[src/rtl/tdc_spi_txn_ctrl_if.sv]
`default_nettype none
// ============================================================================
// Module      : tdc_spi_txn_ctrl_if
// Description : Bundle of the two requester ports and the byte-level SPI
//               master connection used by tdc_spi_txn_ctrl.
// Revision    : 1.0 - initial release
// ============================================================================
interface tdc_spi_txn_ctrl_if;
  // Port A: configuration writes
  logic        a_req;
  logic [7:0]  a_opcode;
  logic [2:0]  a_len;
  logic [31:0] a_wdata;
  logic        a_done;
  logic [31:0] a_rdata;
  // Port B: result reads
  logic        b_req;
  logic [7:0]  b_opcode;
  logic [2:0]  b_len;
  logic [31:0] b_wdata;
  logic        b_done;
  logic [31:0] b_rdata;
  // Shared error pulse
  logic        err;
  // Byte-level SPI master
  logic        spi_start;
  logic [7:0]  spi_data_in;
  logic        spi_cs_end;
  logic        spi_busy;
  logic        spi_new_data;
  logic [7:0]  spi_data_out;

  // Transaction controller side
  modport slave (
    input  a_req, a_opcode, a_len, a_wdata,
    input  b_req, b_opcode, b_len, b_wdata,
    input  spi_busy, spi_new_data, spi_data_out,
    output a_done, a_rdata, b_done, b_rdata, err,
    output spi_start, spi_data_in, spi_cs_end
  );

  // Environment side: requesters plus SPI master
  modport master (
    output a_req, a_opcode, a_len, a_wdata,
    output b_req, b_opcode, b_len, b_wdata,
    output spi_busy, spi_new_data, spi_data_out,
    input  a_done, a_rdata, b_done, b_rdata, err,
    input  spi_start, spi_data_in, spi_cs_end
  );
endinterface
`default_nettype wire

[src/rtl/tdc_spi_txn_ctrl.sv]
`default_nettype none
// ============================================================================
// Module      : tdc_spi_txn_ctrl
// Description : Round-robin transaction sequencer for the TDC SPI master.
//               Sends opcode + 0..4 data bytes in one CS frame, collects the
//               read-back bytes and pulses done (and err on timeout).
// Revision    : 1.0 - initial release
// ============================================================================
module tdc_spi_txn_ctrl #(
  parameter int TIMEOUT = 1024,
  parameter int TO_W    = 11
) (
  input wire clk,
  input wire rst,
  tdc_spi_txn_ctrl_if.slave bus
);

  typedef enum logic [1:0] {
    ST_IDLE  = 2'd0,
    ST_ISSUE = 2'd1,
    ST_WAIT  = 2'd2,
    ST_DONE  = 2'd3
  } state_t;

  localparam logic [TO_W-1:0] c_timeout = TO_W'(TIMEOUT);
  localparam logic [TO_W-1:0] c_to_one  = TO_W'(1);

  state_t          r_state;
  state_t          w_state_nxt;
  logic            r_last_grant;   // 1 = port B served last
  logic            r_grant;        // 1 = port B owns the current transaction
  logic [7:0]      r_opcode;
  logic [2:0]      r_len;
  logic [31:0]     r_wdata;
  logic [2:0]      r_remaining;    // bytes still to complete, opcode included
  logic [31:0]     r_shift;
  logic [TO_W-1:0] r_to_cnt;
  logic            r_err;
  logic [7:0]      r_data_in;
  logic            r_cs_end;
  logic [31:0]     r_a_rdata;
  logic [31:0]     r_b_rdata;

  logic            w_gnt_any;
  logic            w_gnt_b;
  logic [2:0]      w_sel_len;
  logic [2:0]      w_len_clamp;
  logic            w_is_opcode;
  logic            w_last;
  logic            w_timeout;
  logic [7:0]      w_byte;
  logic            w_start;
  logic [7:0]      w_data_in;
  logic            w_cs_end;
  logic            w_a_done;
  logic            w_b_done;
  logic            w_err;
  logic [31:0]     w_a_rdata;
  logic [31:0]     w_b_rdata;

  // A grant needs an idle master; on a tie the port not served last wins.
  assign w_gnt_any   = ~bus.spi_busy & (bus.a_req | bus.b_req);
  assign w_gnt_b     = bus.b_req & (~bus.a_req | ~r_last_grant);
  assign w_sel_len   = w_gnt_b ? bus.b_len : bus.a_len;
  assign w_len_clamp = (w_sel_len > 3'd4) ? 3'd4 : w_sel_len;

  // The opcode is the byte in flight while nothing has been consumed yet.
  assign w_is_opcode = (r_remaining == (r_len + 3'd1));
  assign w_last      = (r_remaining == 3'd1);
  assign w_timeout   = (r_to_cnt == c_timeout);

  // Byte to send: opcode first, then wdata MSB-first indexed by bytes left.
  always_comb begin
    w_byte = r_opcode;
    if (!w_is_opcode) begin
      case (r_remaining)
        3'd1:    w_byte = r_wdata[7:0];
        3'd2:    w_byte = r_wdata[15:8];
        3'd3:    w_byte = r_wdata[23:16];
        3'd4:    w_byte = r_wdata[31:24];
        default: w_byte = r_opcode;
      endcase
    end
  end

  // State register.
  always_ff @(posedge clk) begin
    if (rst) begin
      r_state <= ST_IDLE;
    end else begin
      r_state <= w_state_nxt;
    end
  end

  // Next-state and output decode; data_in/cs_end hold their issued values.
  always_comb begin
    w_state_nxt = r_state;
    w_start     = 1'b0;
    w_data_in   = r_data_in;
    w_cs_end    = r_cs_end;
    w_a_done    = 1'b0;
    w_b_done    = 1'b0;
    w_err       = 1'b0;
    w_a_rdata   = r_a_rdata;
    w_b_rdata   = r_b_rdata;
    case (r_state)
      ST_IDLE: begin
        if (w_gnt_any) begin
          w_state_nxt = ST_ISSUE;
        end
      end
      ST_ISSUE: begin
        w_start     = 1'b1;
        w_data_in   = w_byte;
        w_cs_end    = w_last;
        w_state_nxt = ST_WAIT;
      end
      ST_WAIT: begin
        if (bus.spi_new_data) begin
          w_state_nxt = w_last ? ST_DONE : ST_ISSUE;
        end else if (w_timeout) begin
          w_state_nxt = ST_DONE;
        end
      end
      ST_DONE: begin
        w_err = r_err;
        if (r_grant) begin
          w_b_done  = 1'b1;
          w_b_rdata = r_shift;
        end else begin
          w_a_done  = 1'b1;
          w_a_rdata = r_shift;
        end
        w_state_nxt = ST_IDLE;
      end
      default: w_state_nxt = ST_IDLE;
    endcase
  end

  // Transaction datapath: latched request, byte count, timeout, read-back.
  always_ff @(posedge clk) begin
    if (rst) begin
      r_last_grant <= 1'b1;
      r_grant      <= 1'b0;
      r_opcode     <= 8'd0;
      r_len        <= 3'd0;
      r_wdata      <= 32'd0;
      r_remaining  <= 3'd0;
      r_shift      <= 32'd0;
      r_to_cnt     <= '0;
      r_err        <= 1'b0;
      r_data_in    <= 8'd0;
      r_cs_end     <= 1'b0;
      r_a_rdata    <= 32'd0;
      r_b_rdata    <= 32'd0;
    end else begin
      case (r_state)
        ST_IDLE: begin
          if (w_gnt_any) begin
            r_grant     <= w_gnt_b;
            r_opcode    <= w_gnt_b ? bus.b_opcode : bus.a_opcode;
            r_wdata     <= w_gnt_b ? bus.b_wdata : bus.a_wdata;
            r_len       <= w_len_clamp;
            r_remaining <= w_len_clamp + 3'd1;
            r_shift     <= 32'd0;
            r_err       <= 1'b0;
          end
        end
        ST_ISSUE: begin
          r_data_in <= w_byte;
          r_cs_end  <= w_last;
          r_to_cnt  <= '0;
        end
        ST_WAIT: begin
          r_to_cnt <= r_to_cnt + c_to_one;
          if (bus.spi_new_data) begin
            r_remaining <= r_remaining - 3'd1;
            if (!w_is_opcode) begin
              r_shift <= {r_shift[23:0], bus.spi_data_out};
            end
          end else if (w_timeout) begin
            r_err <= 1'b1;
          end
        end
        ST_DONE: begin
          r_last_grant <= r_grant;
          r_err        <= 1'b0;
          if (r_grant) begin
            r_b_rdata <= r_shift;
          end else begin
            r_a_rdata <= r_shift;
          end
        end
        default: ;
      endcase
    end
  end

  assign bus.spi_start   = w_start;
  assign bus.spi_data_in = w_data_in;
  assign bus.spi_cs_end  = w_cs_end;
  assign bus.a_done      = w_a_done;
  assign bus.b_done      = w_b_done;
  assign bus.err         = w_err;
  assign bus.a_rdata     = w_a_rdata;
  assign bus.b_rdata     = w_b_rdata;

endmodule
`default_nettype wire

[src/flat_wrapper.sv]
// flat-port wrapper written by rule: the top's interface ports become plain ports
module tdc_spi_txn_ctrl_flat 
#(
  parameter int TIMEOUT = 1024,
  parameter int TO_W    = 11
)
  (clk, rst, bus_a_req, bus_a_opcode, bus_a_len, bus_a_wdata, bus_b_req, bus_b_opcode, bus_b_len, bus_b_wdata, bus_spi_busy, bus_spi_new_data, bus_spi_data_out, bus_a_done, bus_a_rdata, bus_b_done, bus_b_rdata, bus_err, bus_spi_start, bus_spi_data_in, bus_spi_cs_end);
  tdc_spi_txn_ctrl_if bus_i ();
  input wire clk;
  input wire rst;
  input wire logic [$bits(bus_i.a_req)-1:0] bus_a_req;
  input wire logic [$bits(bus_i.a_opcode)-1:0] bus_a_opcode;
  input wire logic [$bits(bus_i.a_len)-1:0] bus_a_len;
  input wire logic [$bits(bus_i.a_wdata)-1:0] bus_a_wdata;
  input wire logic [$bits(bus_i.b_req)-1:0] bus_b_req;
  input wire logic [$bits(bus_i.b_opcode)-1:0] bus_b_opcode;
  input wire logic [$bits(bus_i.b_len)-1:0] bus_b_len;
  input wire logic [$bits(bus_i.b_wdata)-1:0] bus_b_wdata;
  input wire logic [$bits(bus_i.spi_busy)-1:0] bus_spi_busy;
  input wire logic [$bits(bus_i.spi_new_data)-1:0] bus_spi_new_data;
  input wire logic [$bits(bus_i.spi_data_out)-1:0] bus_spi_data_out;
  output wire logic [$bits(bus_i.a_done)-1:0] bus_a_done;
  output wire logic [$bits(bus_i.a_rdata)-1:0] bus_a_rdata;
  output wire logic [$bits(bus_i.b_done)-1:0] bus_b_done;
  output wire logic [$bits(bus_i.b_rdata)-1:0] bus_b_rdata;
  output wire logic [$bits(bus_i.err)-1:0] bus_err;
  output wire logic [$bits(bus_i.spi_start)-1:0] bus_spi_start;
  output wire logic [$bits(bus_i.spi_data_in)-1:0] bus_spi_data_in;
  output wire logic [$bits(bus_i.spi_cs_end)-1:0] bus_spi_cs_end;
  assign bus_i.a_req = bus_a_req;
  assign bus_i.a_opcode = bus_a_opcode;
  assign bus_i.a_len = bus_a_len;
  assign bus_i.a_wdata = bus_a_wdata;
  assign bus_i.b_req = bus_b_req;
  assign bus_i.b_opcode = bus_b_opcode;
  assign bus_i.b_len = bus_b_len;
  assign bus_i.b_wdata = bus_b_wdata;
  assign bus_i.spi_busy = bus_spi_busy;
  assign bus_i.spi_new_data = bus_spi_new_data;
  assign bus_i.spi_data_out = bus_spi_data_out;
  assign bus_a_done = bus_i.a_done;
  assign bus_a_rdata = bus_i.a_rdata;
  assign bus_b_done = bus_i.b_done;
  assign bus_b_rdata = bus_i.b_rdata;
  assign bus_err = bus_i.err;
  assign bus_spi_start = bus_i.spi_start;
  assign bus_spi_data_in = bus_i.spi_data_in;
  assign bus_spi_cs_end = bus_i.spi_cs_end;
  tdc_spi_txn_ctrl #(.TIMEOUT(TIMEOUT), .TO_W(TO_W)) u_core (.clk(clk), .rst(rst), .bus(bus_i));
endmodule
[config.mk]
export PLATFORM = sky130hd
export DESIGN_NAME = tdc_spi_txn_ctrl_flat
export DESIGN_NICKNAME = d
export VERILOG_FILES = /design/src/rtl/tdc_spi_txn_ctrl_if.sv /design/src/rtl/tdc_spi_txn_ctrl.sv /design/src/flat_wrapper.sv
export SDC_FILE = /design/constraint.sdc
export NUM_CORES = 1
export LEC_CHECK = 0
export ABC_AREA = 1
export BUFFER_PORTS_ARGS = -buffer_cell sky130_fd_sc_hd__buf_2
export CAP_MARGIN = 20
export CORE_MARGIN = 2
export CORE_UTILIZATION = 45
export DETAILED_ROUTE_END_ITERATION = 16
export PLACE_DENSITY = 0.79
export SYNTH_ARGS = -nofsm -noshare
export SYNTH_HDL_FRONTEND = slang
export SYNTH_SLANG_ARGS = --single-unit
[constraint.sdc]
create_clock -name clk -period 1.75 [get_ports clk]
set_input_delay 0.175 -clock clk [delete_from_list [all_inputs] [get_ports clk]]
set_output_delay 0.175 -clock clk [all_outputs]
set_load 0.005 [all_outputs]
==> reports/results.txt <==
status - finished, violations left
failing checks - negative setup slack
HP Class - in2reg
Critical Path Source Type - flip-flop
GPL Wtd Cong - 0.8427
#FFs+latches synth - 167
Hold Slack - 0.03551 ns
routed vias/inst - 5.508
Rows - 48
WHS Path Cells - 3
setup TNS - -27.71 ns
HPWL Detailed - 14,210 um
Worst-path clk slew - 0.07 ns
Hold Fails Final Rpt - 0
total CTS buffers - 17
Initial Utilization - 0.4577
root buffer cell - clkbuf_16
cell depth of the worst setup path - 8
min cycle time layout - 2.217 ns
unrepaired setup endpoints after global routing - yes
Post-synth top flop - dfxtp_1
Slew HR - 0.6641
Worst Setup End Kind - output pin
CTS tree - built
largest net degree at the start of global routing - 67
initial antenna violation count - 1
CP required - 1.57 ns
Filler Cell Count - 1,145
Core Util, Final - 0.7007
Die X - 136.4 um
Final ANT Viol Nets - 0
Worst VDD drop - 859.7 uV
average cell area after synthesis - 6.772 um2
Longest Clk Path Bufs - 2
IO Count - 177
Async S/R FF share, synth - 0
fin crit share - 1.267
critical-path cell list - ha_4 -> inv_4 -> nor2_4 -> clkinv_4 -> clkbuf_16 -> o21ai_4 -> inv_1 -> buf_2
wire length per cell - 17.52 um
Worst-Skew Late Latency - 0.44 ns
slowest CP cell - dfxtp_4
grt total ovfl - 0
R2R setup slack - -0.33 ns
Clock Skews - 0.01895 ns
R2R cell count - 13
layout cells sized above 1 - 0.4146
Gate Count Post-Synth - 1,165
Tot GR Track Use - 0.2552
P&R area growth vs syn - 53.10%
Storage cell area - 3361 um2
CTS H-tree lvls - 4
met2 Track Usage GR - 0.4271
Sink Count - 167
global routing usage on met3 - 0.04810
multi-input gate area in the final layout - 4961 um2
launching point of the worst reg2reg path - u_core.r_remaining[0]$_SDFFE_PP0P_
drt first pass iters - 8
Leak - 0.005981 uW
final worst slack - -0.4672 ns
YS warnings - 0
Setup-failing EPs final - 110
PortBufs - 176
Synth top area share - 0.4238
Residual DRC - 0
Arr. time, crit path - 2.04 ns
drt total wl - 29,080 um
diodes inserted - 0
first-pass GRT wire length - 37,670 um
vias in the first global route - 7,816
Crit path largest cell delay - 0.37 ns
core box area - 17,240 um2
die area - 18,610 um2
sequential area share after synthesis - 0.4238
met1 Use GR - 0.3221
CP Max Fanout - 6
min-delay src - bus_a_opcode[5]
worst-margin pin slew - 0.5038 ns
die height - 136.4 um
via count - 9,144
max cap viols - 0
Worst Path Buf+Inv - 5
Synth area leaders - dfxtp_1 42%, nand2_1 10%, nor2_1 9.7%
Pwr Density - 1188 nW/um2
max-slew violation count - 0
violation count after the first detailed-route iteration - 848
Post-synth EDFFs - 0
gr busiest metal - met2
Reg-to-Reg End - u_core.r_data_in[1]$_SDFF_PP0_
f_max - 451.0 MHz
Largest delay share family, worst path - buffers and inverters
Crit Path Class - reg2out
Nets - 1,534
Syn Nets - 1,277
Distinct cells, synth - 31
mapped cell area - 7889 um2
Yosys top cell by area - dfxtp_1
Min-Delay Endpoint - u_core.r_opcode[5]$_SDFFE_PP0P_
[flip-flops by register name, indices dropped and copies added (netlist names), 2 cells and up]
signal	count
u_core.r_opcode	8
u_core.r_b_rdata	32
u_core.r_a_rdata	32
u_core.r_shift	32
u_core.r_state	2
u_core.r_data_in	8
u_core.r_wdata	32
u_core.r_len	3
u_core.r_to_cnt	11
u_core.r_remaining	3
[per-stage QoR]
| stage | cell area [um2] | total power, uW | setup WS, ns | std cells |
|---|---|---|---|---|
| 2_1_floorplan | 7889 | 7311 | 0.08734 | 1165 |
| 3_3_place_gp | 9249 | 8513 | 0.01510 | 1542 |
| 3_5_place_dp | 9249 | 8595 | -0.04346 | 1542 |
| 4_1_cts | 10930 | 12990 | -0.3101 | 1634 |
| 5_1_grt | 12080 | 15000 | -0.5163 | 1660 |
| 6_report | 12080 | 14350 | -0.4672 | 1660 |
[final cells by class]
type                            count  share of cell area
Clock inverter                     13             0.01202
Multi-Input combinational cell    828              0.4108
Sequential cell                   167              0.2783
Timing Repair Buffer              310              0.2061
Clock buffer                       19             0.03584
Inverter                           98             0.03377
Tap cell                          225             0.02331
[per-layer routing]
layer  up-vias  wire length, um
met5         -                0
met2       541            13930
met3       145             2327
li1       4237                -
met4         0             1616
met1      4221            11210
[how the worst max path moves through the flow]
stage | startpoint | end | slack, ns
2_1_floorplan | u_core.r_remaining[0]$_SDFFE_PP0P_ | bus_spi_data_in[0] | 0.09
3_3_place_gp | u_core.r_remaining[1]$_SDFFE_PP0P_ | bus_spi_data_in[6] | 0.02
3_5_place_dp | u_core.r_remaining[1]$_SDFFE_PP0P_ | bus_spi_data_in[3] | -0.04
4_1_cts | u_core.r_remaining[1]$_SDFFE_PP0P_ | bus_spi_data_in[6] | -0.31
5_1_grt | u_core.r_remaining[1]$_SDFFE_PP0P_ | bus_spi_data_in[0] | -0.52
6_report | u_core.r_state[1]$_SDFFE_PP0P_ | bus_a_rdata[21] | -0.47
[synth_stat cells, types with 3 or more instances]
library cell	n
buf_4	5
o21ai_1	3
nand4_1	11
o21ai_0	116
inv_2	5
dfxtp_1	167
ha_1	12
nand2_2	3
a21oi_1	97
inv_1	93
nand2_1	216
nand3_1	87
nor2_1	203
buf_2	17
clkbuf_1	48
or2_2	64
[power breakdown]
group | total [uW] | internal [uW] | switching [uW]
clock | 3790 | 2120 | 1660
sequential | 5250 | 4380 | 877
combinational | 5310 | 2310 | 3000
[repair_timing]
| action | 4_1_cts | 5_1_grt |
|---|---|---|
| endpoints found under the setup margin | 74 | 157 |
| gates resized for setup | 232 | 190 |
| hold buffers | 0 | 0 |
| gates cloned | 6 | 9 |
| setup buffers | 54 | 32 |
| pin swaps | 19 | 19 |
[placed cells by master (no fill, tap or decap), drive strengths merged]
| master | instances |
|---|---|
| clkinvlp | 2 |
| bufinv | 2 |
| o21ai | 121 |
| or2 | 65 |
| xor2 | 1 |
| nand2 | 219 |
| buf | 303 |
| a211oi | 1 |
| nand4 | 12 |
| inv | 100 |
| clkbuf | 26 |
| o21bai | 1 |
| ha | 12 |
| clkinv | 7 |
| nor3 | 2 |
| o21a | 1 |
| dfxtp | 167 |
| a21oi | 97 |
| and2 | 1 |
| nand3 | 88 |
| a31oi | 2 |
| nor2 | 205 |
[logic make-up (layout without fill, tap and decap cells)]
| group | after synthesis | count (layout) | synth area share |
|---|---|---|---|
| compound gates | 223 | 223 | 0.1437 |
| flops | 167 | 167 | 0.4238 |
| xor+xnor | 1 | 1 | 0.001110 |
| buf+inv | 170 | 440 | 0.08691 |
| simple gates | 592 | 592 | 0.3255 |
| fa+ha+maj | 12 | 12 | 0.01903 |
[worst register-to-register path, delay by kind of cell, from the launching register on]
kind                       cells  cell delay, ns
adders and majority gates      1            0.27
buffers and inverters          5            0.60
and+or+nand+nor                5            0.41
AOI/OAI and AO/OA              2            0.37
DFF                            1            0.37
No activity file was read; power rests on OpenSTA's default activity.
